### src/rtl/bus_pkg.sv
// Shared types for the two-channel memory bus arbiter: request payload,
// arbiter states, channel identifiers and transfer-mode encodings.
package bus_pkg;

    typedef struct packed {
        logic        mode;
        logic [31:0] addr;
        logic [31:0] wdata;
        logic [3:0]  wstrb;
    } bus_req_t;

    typedef enum logic [1:0] {ARB_IDLE, ARB_REQ, ARB_WAIT} arb_state_t;

    typedef enum logic {CH_FETCH, CH_MEM} ch_t;

    localparam logic MODE_READ  = 1'b0;
    localparam logic MODE_WRITE = 1'b1;

endpackage

### src/rtl/bus_arbiter_req_slot.sv
// One-entry pending request holder for a single channel; a load onto an
// occupied slot is dropped and reported as an overflow.
module req_slot
    import bus_pkg::*;
(
    input  logic     clk,
    input  logic     rst,
    input  logic     i_load,
    input  bus_req_t i_req,
    input  logic     i_clear,
    output logic     o_pending,
    output bus_req_t o_req,
    output logic     o_overflow
);

    logic     r_pending;
    bus_req_t r_req;

    // A load arriving on the clearing edge still sees the slot occupied.
    always_ff @(posedge clk) begin
        if (rst) begin
            r_pending <= 1'b0;
            r_req     <= '0;
        end else if (i_load && !r_pending) begin
            r_pending <= 1'b1;
            r_req     <= i_req;
        end else if (i_clear) begin
            r_pending <= 1'b0;
        end
    end

    assign o_pending  = r_pending;
    assign o_req      = r_req;
    assign o_overflow = i_load && r_pending;

endmodule

### src/rtl/bus_arbiter.sv
// Round-robin arbiter between fetch and data-memory channels onto one
// external valid/ready bus; routes each response back to its owner.
module bus_arbiter
    import bus_pkg::*;
(
    input  logic        clk,
    input  logic        rst,
    input  logic        f_req_enable,
    input  logic        f_mode,
    input  logic [31:0] f_addr,
    input  logic [31:0] f_wdata,
    input  logic [3:0]  f_wstrb,
    output logic        f_resp_enable,
    output logic [31:0] f_resp_data,
    input  logic        m_req_enable,
    input  logic        m_mode,
    input  logic [31:0] m_addr,
    input  logic [31:0] m_wdata,
    input  logic [3:0]  m_wstrb,
    output logic        m_resp_enable,
    output logic [31:0] m_resp_data,
    output logic        bus_req_valid,
    input  logic        bus_req_ready,
    output logic        bus_mode,
    output logic [31:0] bus_addr,
    output logic [31:0] bus_wdata,
    output logic [3:0]  bus_wstrb,
    input  logic        bus_resp_valid,
    input  logic [31:0] bus_resp_data,
    output logic        protocol_error
);

    arb_state_t r_state, w_state_nx;
    ch_t        r_owner, r_last_grant, w_grant_ch;
    bus_req_t   r_bus_req, w_f_req, w_m_req;
    logic       r_bus_req_valid;
    logic       r_f_resp_enable, r_m_resp_enable;
    logic [31:0] r_f_resp_data, r_m_resp_data;
    logic       r_err;
    logic       w_f_pend, w_m_pend, w_f_ovf, w_m_ovf;
    logic       w_grant, w_accept, w_resp, w_stray;
    logic       w_f_clear, w_m_clear;

    assign w_f_clear = w_accept && (r_owner == CH_FETCH);
    assign w_m_clear = w_accept && (r_owner == CH_MEM);

    req_slot u_f_slot (
        .clk        (clk),
        .rst        (rst),
        .i_load     (f_req_enable),
        .i_req      ('{mode: f_mode, addr: f_addr, wdata: f_wdata, wstrb: f_wstrb}),
        .i_clear    (w_f_clear),
        .o_pending  (w_f_pend),
        .o_req      (w_f_req),
        .o_overflow (w_f_ovf)
    );

    req_slot u_m_slot (
        .clk        (clk),
        .rst        (rst),
        .i_load     (m_req_enable),
        .i_req      ('{mode: m_mode, addr: m_addr, wdata: m_wdata, wstrb: m_wstrb}),
        .i_clear    (w_m_clear),
        .o_pending  (w_m_pend),
        .o_req      (w_m_req),
        .o_overflow (w_m_ovf)
    );

    always_comb begin
        w_state_nx = r_state;
        w_grant    = 1'b0;
        w_grant_ch = CH_FETCH;
        w_accept   = 1'b0;
        w_resp     = 1'b0;
        case (r_state)
            ARB_IDLE: begin
                if (w_f_pend || w_m_pend) begin
                    w_grant    = 1'b1;
                    w_state_nx = ARB_REQ;
                    // On a tie the channel that did not win last time goes next.
                    if (w_f_pend && w_m_pend)
                        w_grant_ch = (r_last_grant == CH_FETCH) ? CH_MEM : CH_FETCH;
                    else
                        w_grant_ch = w_f_pend ? CH_FETCH : CH_MEM;
                end
            end
            ARB_REQ: begin
                if (bus_req_ready) begin
                    w_accept   = 1'b1;
                    w_state_nx = ARB_WAIT;
                end
            end
            ARB_WAIT: begin
                if (bus_resp_valid) begin
                    w_resp     = 1'b1;
                    w_state_nx = ARB_IDLE;
                end
            end
            default: w_state_nx = ARB_IDLE;
        endcase
    end

    assign w_stray = bus_resp_valid && (r_state != ARB_WAIT);

    always_ff @(posedge clk) begin
        if (rst) begin
            r_state         <= ARB_IDLE;
            r_owner         <= CH_FETCH;
            r_last_grant    <= CH_MEM;
            r_bus_req       <= '0;
            r_bus_req_valid <= 1'b0;
            r_f_resp_enable <= 1'b0;
            r_m_resp_enable <= 1'b0;
            r_f_resp_data   <= '0;
            r_m_resp_data   <= '0;
            r_err           <= 1'b0;
        end else begin
            r_state         <= w_state_nx;
            r_f_resp_enable <= w_resp && (r_owner == CH_FETCH);
            r_m_resp_enable <= w_resp && (r_owner == CH_MEM);
            r_err           <= r_err || w_f_ovf || w_m_ovf || w_stray;
            if (w_grant) begin
                r_owner         <= w_grant_ch;
                r_last_grant    <= w_grant_ch;
                r_bus_req       <= (w_grant_ch == CH_FETCH) ? w_f_req : w_m_req;
                r_bus_req_valid <= 1'b1;
            end else if (w_accept) begin
                r_bus_req_valid <= 1'b0;
            end
            if (w_resp && (r_owner == CH_FETCH)) r_f_resp_data <= bus_resp_data;
            if (w_resp && (r_owner == CH_MEM))   r_m_resp_data <= bus_resp_data;
        end
    end

    assign bus_req_valid  = r_bus_req_valid;
    assign bus_mode       = r_bus_req.mode;
    assign bus_addr       = r_bus_req.addr;
    assign bus_wdata      = r_bus_req.wdata;
    assign bus_wstrb      = r_bus_req.wstrb;
    assign f_resp_enable  = r_f_resp_enable;
    assign f_resp_data    = r_f_resp_data;
    assign m_resp_enable  = r_m_resp_enable;
    assign m_resp_data    = r_m_resp_data;
    assign protocol_error = r_err;

endmodule

### config.mk
export PLATFORM = sky130hd
export DESIGN_NAME = bus_arbiter
export DESIGN_NICKNAME = d
export VERILOG_FILES = /design/src/rtl/bus_pkg.sv /design/src/rtl/bus_arbiter_req_slot.sv /design/src/rtl/bus_arbiter.sv
export SDC_FILE = /design/constraint.sdc
export NUM_CORES = 1
export LEC_CHECK = 0
export BUFFER_PORTS_ARGS = -buffer_cell sky130_fd_sc_hd__buf_2
export CAP_MARGIN = 15
export CORE_AREA = 2 2 154 156
export CTS_BUF_LIST = sky130_fd_sc_hd__clkbuf_2 sky130_fd_sc_hd__clkbuf_4 sky130_fd_sc_hd__clkbuf_8
export DETAILED_ROUTE_END_ITERATION = 10
export DIE_AREA = 0 0 156 158
export PLACE_DENSITY = 0.81
export SYNTH_ARGS = -nofsm -noshare
export SYNTH_HDL_FRONTEND = slang
export SYNTH_HIERARCHICAL = 1
export SYNTH_SLANG_ARGS = --single-unit
### constraint.sdc
create_clock -name clk -period 3.9 [get_ports clk]
set_clock_uncertainty 0.1 [all_clocks]
set_input_delay 0.78 -clock clk [delete_from_list [all_inputs] [get_ports clk]]
set_output_delay 0.78 -clock clk [all_outputs]
set_load 0.05 [all_outputs]
**Yosys cells after proc, flatten, opt, wreduce, memory -nomap -nowiden**

Cells that the tools add are included.

- Bitwise operators: 1
- Mux-type cells: 22
- Equality and inequality tests: 6
- Reductions and logical operators: 21

Operators by type and width:

| cell | count |
|---|---|
| two-way mux 69 bit | 1 |
| two-way mux 1 bit | 17 |
| logical AND 1 bit | 10 |
| != test 2 bit (second input constant) | 4 |
| two-way mux 2 bit | 3 |
| one-hot mux 2 bit (3 select lines) | 1 |
| nonzero test 2 bit | 3 |
| logical OR 1 bit | 4 |
| AND reduction 3 bit | 1 |
| == test 2 x 1 -> 1 bit (second input constant) | 1 |
| == test 2 bit (second input constant) | 1 |
| logical NOT 1 bit | 2 |
| logical NOT 2 bit | 1 |
| NOT 1 bit | 1 |

- Output and inout port bits: 137
- Register bits after elaboration: 281
- Input bits: 176

**Depth between registers and ports, before layout**

- Word-level depth: 5
- Gate-level depth with buffers: 6
- Gate-level depth less buffers: 3

**Hierarchy**

The synthesis kept the hierarchy.

By module, submodules not included:

| module | cells each | times used | seq. area each (µm²) | area each (µm²) |
|---|---|---|---|---|
| req_slot | 319 | 2 | 1,401.3 | 3,214.3 |
| bus_arbiter | 734 | 1 | 2,822.7 | 6,052.1 |

**Worst setup path before layout**

OpenSTA, ideal clock, no wires.

- Path kind: input port to flip-flop
- From: input port m_req_enable
- To: register r_err, in the netlist protocol_error
- Cell stages on the path: 5
- Library setup time: 128 ps
- Setup slack: 2,082 ps
- Arrival: 1,590 ps
- Path through: buf_6 buf_2 and2_1 a2111oi_0 nor2_1

- Cells in the longest elaborated chain, start to end: 3

RTL lines:

| element | line | source |
|---|---|---|
| start, declared | bus_arbiter.sv:15 | `input logic m_req_enable,` |
| logical AND 1 bit | bus_arbiter_req_slot.sv:34 | `assign o_overflow = i_load && r_pending;` |
| via w_m_ovf | bus_arbiter.sv:40 | `logic w_f_pend, w_m_pend, w_f_ovf, w_m_ovf;` |
| logical OR 1 bit (2 in a row) | bus_arbiter.sv:121 | `r_err <= r_err \|\| w_f_ovf \|\| w_m_ovf \|\| w_stray;` |
| end signal, assigned | bus_arbiter.sv:121 |  |
| end, declared | bus_arbiter.sv:39 | `logic r_err;` |

The timed path passes the listed nets, and every way through them passes these cells.
A chain may end at the register's enable or synchronous reset.

**Worst setup path in the final report**

- From: register u_f_slot.r_pending, in the netlist u_f_slot/o_pending
- To: register r_bus_req, in the netlist bus_wstrb[0]

- Cells in the longest elaborated chain, start to end: 5
- Elaborated cells between the ends (all ways): 9

RTL lines:

| element | line | source |
|---|---|---|
| start, declared | bus_arbiter_req_slot.sv:16 | `logic r_pending;` |
| start signal, assigned | bus_arbiter_req_slot.sv:22 | `r_pending <= 1'b0;` |
| start signal, assigned | bus_arbiter_req_slot.sv:25 | `r_pending <= 1'b1;` |
| start signal, assigned | bus_arbiter_req_slot.sv:28 | `r_pending <= 1'b0;` |
| two-way mux 1 bit / logical AND 1 bit (equally long branches) | bus_arbiter.sv:84, bus_arbiter.sv:81 |  |
| two-way mux 1 bit | bus_arbiter.sv:81 | `if (w_f_pend && w_m_pend)` |
| two-way mux 1 bit | bus_arbiter.sv:77 | `if (w_f_pend \|\| w_m_pend) begin` |
| two-way mux 1 bit | bus_arbiter.sv:75 | `case (r_state)` |
| two-way mux 69 bit | bus_arbiter.sv:125 | `r_bus_req <= (w_grant_ch == CH_FETCH) ? w_f_req : w_m_req;` |
| end signal, assigned | bus_arbiter.sv:125 |  |
| end, declared | bus_arbiter.sv:35 | `bus_req_t r_bus_req, w_f_req, w_m_req;` |

Parallel ways exist; a longest one is shown, timed or not.

==> results.json <==
{
  "wl_per_cell_um": 18.9,
  "via_per_inst": 5.98,
  "ctsResizeCount": 0,
  "grt_pass1_wl_um": 55200,
  "ant_nets": 0,
  "required_ns": 4.24,
  "cp.arrival_ns": 2.76,
  "min_path_type": "reg2reg",
  "internal_power_uw": 4970,
  "vias": 11400,
  "synth_area_leaders": "dfxtp_1 (45%), nand4bb_1 (13%), o21ai_0 (7.0%)",
  "max-vdd-ir-drop_v": 0.000298,
  "power_density_nw_per_um2": 484,
  "crit_start": "u_f_slot/o_pending",
  "synth.net_count": 1548,
  "p_seq_share_pct": 45.0,
  "io_buffers": 312,
  "maxCapViolations": 0,
  "drt_iter0_drc": 1113,
  "syn_avg_cell_area_sq_um": 9.10,
  "grt_pass1_vias": 10700,
  "hold_buffers": 0,
  "timing.final.crit_share_pct": 61.9,
  "tns_ns": 0,
  "drive_above_1_share_pct": 27.6,
  "p_sw_uw": 2180,
  "fin_total_pwr_uw": 7140,
  "ys_top_cells_by_count": "dfxtp_1 (281), o21ai_0 (175), nand2b_1 (139), nand4bb_1 (139), a21oi_1 (136)",
  "path_delay_family": "flip-flops",
  "status": "completed",
  "initial_utilization_pct": 54.1,
  "synth-async-reset-ratio_pct": 0,
  "die_x_um": 156,
  "fin_util_pct": 64.1,
  "antenna_found_initial": 10,
  "yosys_warnings": 6,
  "synth.most_common_cell": "dfxtp_1",
  "dpl_cell_area_sq_um": 13800,
  "ys_ff_latch": 281,
  "max_stage_delay_ns": 0.75,
  "synth_top_area_cell": "dfxtp_1",
  "cp_slowest_cell": "dfxtp_2",
  "fmax_ghz": 0.415,
  "htreeDepth": 2,
  "overflow": 0,
  "dpl_worst_slack_ns": 1.49,
  "timing.final.ws_setup_ns": 1.49,
  "synth_flop_cell": "dfxtp_1",
  "crit_type": "reg2reg",
  "first_pass_iters": 5,
  "worstMarginPinSlew_ns": 1.17,
  "relSlewSlack_pct": 22.1,
  "worstReg2RegStart": "u_f_slot/o_pending",
  "worstPathMaxFanout": 38,
  "ios": 313,
  "p_leak_uw": 0.00552,
  "setup_viol": 0,
  "hp-start": "f_resp_data[26]",
  "synth-edff-count": 0,
  "yosysTopAreaCellShare_pct": 45.1,
  "netlist_instances": 1372,
  "postRouteWirelength_um": 36100,
  "insertion_delay_ns": 0.54,
  "area_growth_pct": 18.3,
  "combinationalPowerShare_pct": 18.3,
  "hpwl_um": 22100,
  "drc": 0,
  "core_sq_um": 23100,
  "nFillCells": 1966,
  "numCtsBuffers": 45,
  "startpoint_type": "flip-flop",
  "syn_area_sq_um": 12500,
  "cts.clk_slew.worst_paths_ns": 0.06,
  "hold_viol": 0,
  "die_area_sq_um": 24600,
  "cts_tree": "done",
  "critPathBufInv": 1,
  "fp-row-count": 56,
  "cts_buffer_depth": 3,
  "swShare_pct": 30.5,
  "synth.distinct_cells": 34,
  "rsz0062_at_grt": "false",
  "gp_congestion": 0.848,
  "clockPowerShare_pct": 36.7,
  "grt_usage_pct": 27.5,
  "drv_slew": 0,
  "grt_max_degree": 141,
  "die_h_um": 158,
  "cp-end-kind": "flip-flop",
  "fin_area_sq_um": 14800,
  "fin_crit_ns": 2.41,
  "ys_seq_area_share_pct": 45.1,
  "post_cts_buffers": 0,
  "cts.sinks": 281,
  "clockRootBuffer": "clkbuf_8",
  "cp_cell_sequence": "or2_2 -> buf_12 -> a21oi_1 -> a311oi_1",
  "nNetsFinal": 1761
}
[layer usage]
layer  GRT usage (%)  wire (um)
met1            36.4      15400
met2            44.1      16600
met3            6.57       3090
met4            9.96        961
met5               0         96
[cell families (layout without fill, tap and decap cells)]
kind of cell | after synthesis | in the layout | synth area share (%)
simple gates | 502 | 502 | 28.3
compound gates | 419 | 419 | 19.6
buf+inv | 170 | 415 | 7.00
other cells | 0 | 3 | 0
flops | 281 | 281 | 45.1
[per-stage QoR]
step / std cells / hold slack [ns]
after CTS: 1906 / 0.352
after global placement: 1827 / 0.339
after detailed placement: 1827 / 0.344
after floorplan: 1372 / 0.339
after global routing: 1908 / 0.369
final: 1910 / 0.351
[cells in the final DEF (no fill, tap or decap), types with 2 or more instances in the layout]
cell type	Yosys	layout
a21oi_1	136	136
buf_12	2	5
nor2b_4	2	2
nand4bb_1	139	139
o21ai_2	20	20
buf_2	33	311
clkbuf_4	0	19
o21ai_0	175	175
a311oi_1	69	69
nand4_1	69	69
clkbuf_8	0	54
nor2_4	2	2
a211oi_1	2	2
clkinv_2	0	4
dfxtp_1	281	279
nand3b_1	2	2
buf_4	14	16
diode_2	0	3
o21ai_1	15	15
nand2b_1	139	139
nand2_1	131	130
and2_1	2	2
nor2_1	7	7
[path summary, 6_finish.rpt]
kind / slack [ns] / cells past startpoint / end
max: 1.49 / 4 / bus_wstrb[0]
min: 0.35 / 2 / f_resp_data[26]
max reg2reg: 1.49 / 4 / bus_wstrb[0]
min reg2reg: 0.35 / 2 / f_resp_data[26]
[power groups by stage]
stage | sequential (uW) | combinational (uW) | clock [uW]
after floorplan | 3550 | 670 | 0
after global placement | 3260 | 1280 | 0
after detailed placement | 3260 | 1300 | 0
after CTS | 3210 | 1300 | 2660
after global routing | 3230 | 1390 | 2790
final | 3210 | 1310 | 2620
[registers in the layout (all words and copies together), names as in the netlist, 2 cells and up]
| name | count |
|---|---|
| f_resp_data | 32 |
| u_f_slot/o_req | 69 |
| m_resp_data | 32 |
| u_m_slot/o_req | 69 |
| r_state | 2 |
| bus_addr | 32 |
| bus_wstrb | 4 |
| bus_wdata | 32 |
[area by class of cell]
type / instances / area, sq um / share of cell area [%]
multi-input cells: 921 / 6000 / 40.6
flip-flops and latches: 281 / 5630 / 38.1
repair buffers: 334 / 1820 / 12.3
clock buffers: 73 / 886 / 6.00
well taps: 290 / 363 / 2.46
clock inverters: 6 / 57.6 / 0.390
inverters: 2 / 7.51 / 0.0508
diodes: 3 / 7.51 / 0.0508
[worst register-to-register path: cells and delay by family (launching register included)]
| family | cells | cell delay (ns) |
|---|---|---|
| DFF | 1 | 0.75 |
| AOI/OAI and AO/OA | 2 | 0.42 |
| and+or+nand+nor | 1 | 0.72 |
| buffers and inverters | 1 | 0.33 |
No activity file was read; power rests on OpenSTA's default activity.
